File: src/rtl/router_pkg.sv
// Shared types and constants for the router packet source: FSM states, header layout,
// payload LFSR polynomial and the illegal destination code.
package router_pkg;

    typedef enum logic [2:0] {
        StIdle,
        StHeader,
        StPayload,
        StParity,
        StGap
    } tx_state_e;

    localparam int unsigned HDR_ADDR_LSB = 0;
    localparam int unsigned HDR_ADDR_W   = 2;
    localparam int unsigned HDR_LEN_LSB  = 2;
    localparam int unsigned HDR_LEN_W    = 6;

    localparam logic [7:0] LFSR_TAPS     = 8'hB8;
    localparam logic [7:0] LFSR_ZERO_SUB = 8'h01;
    localparam logic [1:0] ADDR_ILLEGAL  = 2'b11;

    function automatic logic [7:0] make_header(input logic [5:0] len, input logic [1:0] addr);
        logic [7:0] h;
        h = '0;
        h[HDR_LEN_LSB +: HDR_LEN_W]   = len;
        h[HDR_ADDR_LSB +: HDR_ADDR_W] = addr;
        return h;
    endfunction

    // Galois right-shift step; a non-zero state never reaches zero.
    function automatic logic [7:0] lfsr_step(input logic [7:0] s);
        return {1'b0, s[7:1]} ^ (s[0] ? LFSR_TAPS : 8'h00);
    endfunction

endpackage

File: src/rtl/router_lfsr8.sv
// 8-bit Galois LFSR holding the payload byte currently on the wire.
// A zero seed is replaced so the register can never lock up.
module router_lfsr8
    import router_pkg::*;
(
    input  logic       clk,
    input  logic       rst,
    input  logic       load,
    input  logic       enable,
    input  logic [7:0] seed,
    output logic [7:0] q
);

    logic [7:0] q_q;

    always_ff @(posedge clk or posedge rst) begin
        if (rst) begin
            q_q <= LFSR_ZERO_SUB;
        end else if (load) begin
            q_q <= (seed == 8'h00) ? LFSR_ZERO_SUB : seed;
        end else if (enable) begin
            q_q <= lfsr_step(q_q);
        end
    end

    assign q = q_q;

endmodule

File: src/rtl/router_pkt_tx.sv
// Packet source for the 1x3 router input: header, LFSR payload, then XOR parity,
// with stall on busy and optional parity corruption. All outputs are registered.
module router_pkt_tx
    import router_pkg::*;
#(
    parameter int unsigned GAP_CYCLES = 2,
    parameter int unsigned MAX_LEN    = 63
) (
    input  logic       clk,
    input  logic       rst,
    input  logic       cmd_valid,
    output logic       cmd_ready,
    input  logic [1:0] cmd_addr,
    input  logic [5:0] cmd_len,
    input  logic [7:0] cmd_seed,
    input  logic       cmd_bad_parity,
    input  logic       busy,
    output logic       pkt_valid,
    output logic [7:0] data_out,
    output logic       tx_active,
    output logic       tx_done,
    output logic       cmd_err
);

    localparam int unsigned GapW = (GAP_CYCLES > 1) ? $clog2(GAP_CYCLES) : 1;
    localparam logic [GapW-1:0] GapLast = GapW'(GAP_CYCLES - 1);

    tx_state_e       state_q, state_d;
    logic [5:0]      len_q, len_d;
    logic            bad_q, bad_d;
    logic [5:0]      cnt_q, cnt_d;
    logic [7:0]      parity_q, parity_d;
    logic [GapW-1:0] gap_q, gap_d;
    logic [7:0]      data_q, data_d;
    logic            valid_q, valid_d;
    logic            active_q, active_d;
    logic            done_q, done_d;
    logic            err_q, err_d;
    logic            ready_q, ready_d;

    logic            lfsr_load;
    logic            lfsr_en;
    logic [7:0]      lfsr_q;
    logic            cmd_illegal;
    logic [7:0]      cmd_header;

    router_lfsr8 u_lfsr (
        .clk    (clk),
        .rst    (rst),
        .load   (lfsr_load),
        .enable (lfsr_en),
        .seed   (cmd_seed),
        .q      (lfsr_q)
    );

    assign cmd_illegal = (cmd_addr == ADDR_ILLEGAL) || (cmd_len == 6'd0) ||
                         (32'(cmd_len) > MAX_LEN);
    assign cmd_header  = make_header(cmd_len, cmd_addr);

    always_comb begin
        state_d   = state_q;
        len_d     = len_q;
        bad_d     = bad_q;
        cnt_d     = cnt_q;
        parity_d  = parity_q;
        gap_d     = gap_q;
        data_d    = data_q;
        valid_d   = valid_q;
        active_d  = active_q;
        done_d    = 1'b0;
        err_d     = 1'b0;
        ready_d   = 1'b0;
        lfsr_load = 1'b0;
        lfsr_en   = 1'b0;

        unique case (state_q)
            StIdle: begin
                ready_d  = 1'b1;
                data_d   = 8'h00;
                valid_d  = 1'b0;
                active_d = 1'b0;
                if (cmd_valid && ready_q) begin
                    if (cmd_illegal) begin
                        err_d = 1'b1;
                    end else begin
                        state_d   = StHeader;
                        ready_d   = 1'b0;
                        len_d     = cmd_len;
                        bad_d     = cmd_bad_parity;
                        parity_d  = 8'h00;
                        data_d    = cmd_header;
                        valid_d   = 1'b1;
                        active_d  = 1'b1;
                        lfsr_load = 1'b1;
                    end
                end
            end
            StHeader: begin
                if (!busy) begin
                    state_d  = StPayload;
                    cnt_d    = 6'd0;
                    parity_d = parity_q ^ data_q;
                    data_d   = lfsr_q;
                end
            end
            StPayload: begin
                if (!busy) begin
                    parity_d = parity_q ^ data_q;
                    if (cnt_q == len_q - 6'd1) begin
                        state_d = StParity;
                        data_d  = parity_d ^ {8{bad_q}};
                        valid_d = 1'b0;
                    end else begin
                        cnt_d   = cnt_q + 6'd1;
                        lfsr_en = 1'b1;
                        data_d  = lfsr_step(lfsr_q);
                    end
                end
            end
            StParity: begin
                if (!busy) begin
                    state_d  = StGap;
                    gap_d    = '0;
                    done_d   = 1'b1;
                    data_d   = 8'h00;
                    active_d = 1'b0;
                end
            end
            StGap: begin
                // busy is deliberately ignored while counting out the gap.
                if (gap_q == GapLast) begin
                    state_d = StIdle;
                    ready_d = 1'b1;
                end else begin
                    gap_d = gap_q + GapW'(1);
                end
            end
            default: begin
                state_d  = StIdle;
                data_d   = 8'h00;
                valid_d  = 1'b0;
                active_d = 1'b0;
            end
        endcase
    end

    always_ff @(posedge clk or posedge rst) begin
        if (rst) begin
            state_q  <= StIdle;
            len_q    <= 6'd0;
            bad_q    <= 1'b0;
            cnt_q    <= 6'd0;
            parity_q <= 8'h00;
            gap_q    <= '0;
            data_q   <= 8'h00;
            valid_q  <= 1'b0;
            active_q <= 1'b0;
            done_q   <= 1'b0;
            err_q    <= 1'b0;
            ready_q  <= 1'b0;
        end else begin
            state_q  <= state_d;
            len_q    <= len_d;
            bad_q    <= bad_d;
            cnt_q    <= cnt_d;
            parity_q <= parity_d;
            gap_q    <= gap_d;
            data_q   <= data_d;
            valid_q  <= valid_d;
            active_q <= active_d;
            done_q   <= done_d;
            err_q    <= err_d;
            ready_q  <= ready_d;
        end
    end

    assign cmd_ready = ready_q;
    assign pkt_valid = valid_q;
    assign data_out  = data_q;
    assign tx_active = active_q;
    assign tx_done   = done_q;
    assign cmd_err   = err_q;

endmodule
File: config.mk
export PLATFORM = sky130hd
export DESIGN_NAME = router_pkt_tx
export DESIGN_NICKNAME = d
export VERILOG_FILES = /design/src/rtl/router_pkg.sv /design/src/rtl/router_lfsr8.sv /design/src/rtl/router_pkt_tx.sv
export SDC_FILE = /design/constraint.sdc
export NUM_CORES = 1
export LEC_CHECK = 0
export CELL_PAD_IN_SITES_DETAIL_PLACEMENT = 0
export CELL_PAD_IN_SITES_GLOBAL_PLACEMENT = 1
export CORE_MARGIN = 2
export CORE_UTILIZATION = 38
export DETAILED_ROUTE_END_ITERATION = 7
export GPL_ROUTABILITY_DRIVEN = 0
export PLACE_DENSITY_LB_ADDON = 0.1
export SYNTH_ARGS = -nofsm -noshare
export SYNTH_HDL_FRONTEND = slang
export SYNTH_SLANG_ARGS = --single-unit
File: constraint.sdc
create_clock -name clk -period 2.2 [get_ports clk]
set_clock_uncertainty 0.05 [all_clocks]
set_input_delay 0.33 -clock clk [delete_from_list [all_inputs] [get_ports clk]]
set_output_delay 0.33 -clock clk [all_outputs]
set_load 0.01 [all_outputs]
=== Word level (Yosys, flattened, before mapping) ===
Index checks and enable logic that the tools add are counted.

* Shift-type cells: 0
* $mul: 0
* Muxes and demuxes: 48
* Add/sub/neg operators: 3
* Divide/modulo/power cells: 0
* $lt $le $gt $ge: 0
* Bitwise gates (word level): 7
* Eq/ne operators: 15
* Reduce and logical (&&, ||, !) cells: 20

{| class="wikitable"
|+ Operator list
! kind !! number
|-
| two-way mux 8 bit || 13
|-
| one-hot mux 8 bit (5 select lines) || 1
|-
| two-way mux 3 bit || 7
|-
| two-way mux 6 bit || 3
|-
| != test 2 bit, second input constant || 9
|-
| two-way mux 1 bit || 17
|-
| one-hot mux 8 bit (2 select lines) || 1
|-
| XOR 8 bit || 2
|-
| one-hot mux 3 bit (5 select lines) || 1
|-
| one-hot mux 6 bit (2 select lines) || 1
|-
| AND reduction 4 bit || 3
|-
| logical NOT 8 bit || 1
|-
| nonzero test 2 bit || 4
|-
| XOR 7 x 8 -> 8 bit || 1
|-
| AND reduction 7 bit || 1
|-
| adder 6 x 1 -> 6 bit, second input constant || 1
|-
| == test 3 x 2 -> 1 bit, second input constant || 2
|-
| == test 6 bit || 1
|-
| logical NOT 6 bit || 1
|-
| one-hot mux 1 bit (3 select lines) || 2
|-
| AND reduction 3 bit || 2
|-
| OR reduction 3 bit || 2
|-
| subtractor 6 x 1 -> 6 bit, second input constant || 1
|-
| inverter 1 bit || 4
|-
| other kinds (10) || 12
|}

* Bits in latches: 0
* Memories: 0
* Memory bits (read-only): 0
* Output and inout port bits: 13
* RAM bits: 0
* Register bits: 46

=== Longest topological paths before layout ===
* Word-level depth: 7
* Gate-level depth with buffers: 9
* Depth with buffers taken out: 8

=== Modules after synthesis ===
A second synthesis with hierarchy kept.

* Cells, all modules: 308
* Area, all modules: 2805.2 um^2

{| class="wikitable"
|+ By module, submodules not included
! module !! seq. area each (um^2) !! area an instance (um^2) !! times used !! cells an instance
|-
| router_pkt_tx || 950.9 || 2394.8 || 1 || 267
|-
| router_lfsr8 || 201.4 || 410.4 || 1 || 41
|}

=== Worst setup path after synthesis ===
Ideal clock, no wire load.

* Kind: register to register
* Start: reg len_q[0]
* End: reg u_lfsr.q_q[3], in the netlist u_lfsr.q[3]
* Library setup time: 0.126 ns
* Setup slack: 0.131 ns
* Cell stages (with the launch flop): 10
* Data arrival time: 1.893 ns
* Data required time: 2.024 ns
* Cells stage by stage: dfrtp_1 -> inv_1 -> ha_1 -> and2_1 -> o21ai_0 -> nand4_1 -> or3_4 -> buf_6 -> a211oi_1 -> nor3_1

* Longest elaborated chain between the ends: 6

{| class="wikitable"
|+ Ends and longest elaborated chain
! what !! RTL line !! text
|-
| start, declared || router_pkt_tx.sv:29 || <nowiki>logic [5:0] len_q, len_d;</nowiki>
|-
| start signal, assigned || router_pkt_tx.sv:163 || <nowiki>len_q <= len_d;</nowiki>
|-
| subtractor 6 x 1 -> 6 bit || router_pkt_tx.sv:109 || <nowiki>if (cnt_q == len_q - 6'd1) begin</nowiki>
|-
| == test 6 bit || router_pkt_tx.sv:109 ||
|-
| two-way mux 1 bit || router_pkt_tx.sv:109 ||
|-
| two-way mux 1 bit || router_pkt_tx.sv:107 || <nowiki>if (!busy) begin</nowiki>
|-
| two-way mux 1 bit || router_pkt_tx.sv:76 || <nowiki>unique case (state_q)</nowiki>
|-
| nonzero test 2 bit (no line) || -- ||
|-
| end signal, assigned || router_lfsr8.sv:20 || <nowiki>q_q <= (seed == 8'h00) ? LFSR_ZERO_SUB : seed;</nowiki>
|-
| end signal, assigned || router_lfsr8.sv:22 || <nowiki>q_q <= lfsr_step(q_q);</nowiki>
|-
| end, declared || router_lfsr8.sv:14 || <nowiki>logic [7:0] q_q;</nowiki>
|}

No other way between the ends.
A chain may end at the register's enable or synchronous reset.

=== Worst setup path in the final report ===
* Start: reg len_q[1]
* End: reg data_q[5], in the netlist data_out[5]

* Longest elaborated chain between the ends: 5

{| class="wikitable"
|+ Ends and longest elaborated chain
! what !! RTL line !! text
|-
| subtractor 6 x 1 -> 6 bit || router_pkt_tx.sv:109 ||
|-
| == test 6 bit || router_pkt_tx.sv:109 ||
|-
| two-way mux 8 bit || router_pkt_tx.sv:109 ||
|-
| two-way mux 8 bit || router_pkt_tx.sv:107 ||
|-
| one-hot mux 8 bit (5 select lines) || router_pkt_tx.sv:76 ||
|-
| end signal, assigned || router_pkt_tx.sv:168 || <nowiki>data_q <= data_d;</nowiki>
|-
| end, declared || router_pkt_tx.sv:34 || <nowiki>logic [7:0] data_q, data_d;</nowiki>
|}

No other way between the ends. The select of a mux whose other input is x is not followed.

==> impl_metrics.py <==
metrics = {
    "cells_and_area": {
        "register_area_um2": 1150,
        "multi_input_area_um2": 1520,
        "final_cells": 422,
        "drive_above_1_share": 0.225,
        "fillers": 628,
        "area_delta_synth_final_pct": 34.4,
        "fin_nets": 364,
        "num_antenna_cells": 0,
        "utilization": 0.524,
    },
    "logic_synthesis": {
        "synth_cell_types": 51,
        "syn_nets": 303,
        "yosysSeqAreaShare": 0.440,
        "ys_ff_latch": 46,
        "synth-edff-count": 0,
        "synthCells": 280,
        "yosysMostFrequentCell": "dfrtp_1",
        "yosys.area.top_type": "dfrtp_1",
        "yosys_warnings": 0,
        "synthTopCellsByArea": "dfrtp_1, xor2_1, nand2_1",
        "ys_async_sr_fraction": 1.00,
        "synthTopCellsByCount": "dfrtp_1, nand2_1, nor2_1, o21ai_0, xor2_1",
        "synth_top_flop_cell": "dfrtp_1",
        "synth_area_um2": 2620,
        "synth_top_area_frac": 0.430,
        "postSynthAreaPerCell_um2": 9.36,
    },
    "floorplan": {
        "die_w_um": 87.0,
        "start_util": 0.390,
        "io_pins": 34,
        "floorplan.rows": 30,
        "die_area_um2": 7580,
        "coreArea_um2": 6720,
        "die_h_um": 87.0,
    },
    "clock_network": {
        "cts_buffer_depth": 2,
        "numCtsBuffers": 5,
        "cts_hold_buf": 0,
        "worstSkewPairLatency_ps": 300,
        "cts_tree": "built",
        "cts_root_buf": "clkbuf_8",
        "clock-sinks": 46,
        "cts.clk_slew.worst_paths_ps": 90,
        "cts_max_level": 2,
    },
    "critical_path": {
        "startpoint": "len_q[1]$_DFFE_PP0P_",
        "cp.required_ps": 2310,
        "path_class": "flip-flop to flip-flop",
        "critPathBufInv": 3,
        "cp_slowest_cell": "or3_4",
        "cpPeakStageDelay_ps": 420,
        "reg2reg_depth": 10,
        "cp_cell_sequence": "inv_1 > ha_2 > buf_4 > nand2b_1 > o21ai_1 > nand4_1 > buf_4 > or3_4 > nand3_1 > o311ai_2",
        "cp_common_cell": "buf_4",
        "crit_cells": 10,
        "reg2reg_from": "len_q[1]$_DFFE_PP0P_",
        "crit_fanout": 10,
        "worstPathArrival_ps": 2260,
        "end_kind": "flip-flop",
        "cp_top_family": "simple AND/OR/NAND/NOR gates",
        "cp-start-kind": "flip-flop",
    },
    "timing": {
        "finalHoldViolCount": 0,
        "setup_ws_ps": 52.5,
        "min_period_ps": 2150,
        "slew_violations": 0,
        "grt_setup_unrepaired": "yes",
        "slew-limit-headroom": 0.548,
        "tightest_slew_ps": 676,
        "period_share": 0.976,
        "setup_viol": 0,
        "fmax_mhz": 466,
    },
    "drt": {
        "vias": 2457,
        "first_pass_iters": 4,
        "drc": 0,
        "vias_per_cell": 5.82,
        "wl_um": 7590,
        "route.antenna.remaining_nets": 0,
        "drt_iter0_markers": 200,
        "wire_per_inst_um": 18.0,
    },
    "global_routing": {
        "grtUsageTotal": 0.201,
        "grt_use_met2": 0.296,
        "grt_max_degree": 47,
        "grtUsageMet1": 0.296,
        "grt-ovfl-total": 0,
        "grt_pass1_vias": 2259,
        "grt-busiest-layer": "met1",
        "grt_use_met3": 0.0408,
        "grt_pass1_wl_um": 11700,
        "antenna_found_initial": 0,
    },
    "power_and_ir_drop": {
        "power.density_nw_per_um2": 1410,
        "p_leak_nw": 1.51,
        "finalPower_mw": 4.98,
        "vdd_drop_max_v": 0.000558,
    },
    "placement": {
        "portBuffers": 33,
        "dp_worst_setup_slack_ps": -230,
        "dp_hpwl_um": 5140,
        "placed_cells": 407,
    },
    "status": {
        "status": "completed",
    },
    "job": {
        "maxCapViolCount": 0,
    },
    "hold_path": {
        "hold_class": "input port to asynchronous set/reset pin",
    },
}
## cells by family after synthesis
kind of cell,count (synthesis),synth area share
and+or+nand+nor,110,0.213
adders and majority gates,2,0.00955
DFF,46,0.440
AOI/OAI and AO/OA,70,0.193
muxes,3,0.0119
buffers and inverters,21,0.0387
xor gates and xnor gates,28,0.0936
## power by group
part	internal [mW]	total, mW	switching, mW
sequential	1.21	1.69	0.475
clock	0.254	0.549	0.295
combinational	1.32	2.74	1.42
## what timing repair did
item,CTS,global route
cloned,0,2
endpoints found under the hold margin,0,0
setup endpoints to repair,1,26
pin swaps,0,12
resized for setup,2,31
buffers inserted,0,5
## final cells by class
cell class	instances	area share
well taps	80	0.0284
clock inverters	1	0.00142
repair buffers	68	0.180
multi-input cells	215	0.433
inverters	5	0.00533
clock buffers	7	0.0245
flip-flops and latches	46	0.328
## worst register-to-register path: stages (launching register included)
cell and delay (ps):
dfrtp_1 400, inv_1 80, ha_2 180, buf_4 120
nand2b_1 50, o21ai_1 120, nand4_1 160, buf_4 190
or3_4 420, nand3_1 140, o311ai_2 100
## metrics by stage
stage               hold WS (ps)  TNS, ps  area [um^2]
floorplan                    385        0         2620
global placement             414    -3070         3230
detailed placement           429    -3390         3230
CTS                          337        0         3340
global route                 358     -452         3520
finish                       325        0         3520
## final timing paths
check | endpoint | slack, ps
max | data_out[5]$_DFFE_PP0P_ | 50
min | cmd_err$_DFF_PP0_ | 330
max reg2reg | data_out[5]$_DFFE_PP0P_ | 50
min reg2reg | pkt_valid$_DFFE_PP0P_ | 440
max in group asynchronous | u_lfsr.q[0]$_DFFE_PP1P_ | 1500
min in group clk | len_q[2]$_DFFE_PP0P_ | 360
## cells in the final DEF, fill, tap and decap left out, drive strengths merged, types with 11 or more instances in the layout
| cell type | Yosys | final |
|---|---|---|
| nand3 | 11 | 11 |
| buf | 7 | 35 |
| nor3 | 13 | 13 |
| o21ai | 22 | 22 |
| nand2 | 33 | 33 |
| nor2 | 23 | 23 |
| xor2 | 16 | 16 |
| xnor2 | 12 | 12 |
| dfrtp | 45 | 45 |
| clkdlybuf4s50 | 0 | 30 |
## sequential cells by signal (all words and copies together), names as in the netlist
name and flops:
state_q 3, cmd_ready 1, bad_q 1, parity_q 8
cnt_q 6, tx_active 1, gap_q 1, data_out 8
u_lfsr.q 8, pkt_valid 1, len_q 6, cmd_err 1
tx_done 1
## metal layers
layer,part of all wire,vias up,wire length [um]
li1,-,1163,-
met2,0.45,66,3400
met3,0.053,11,401
met5,0,-,0
met1,0.48,1217,3650
met4,0.018,0,133
(Power assumes the default switching activity.)
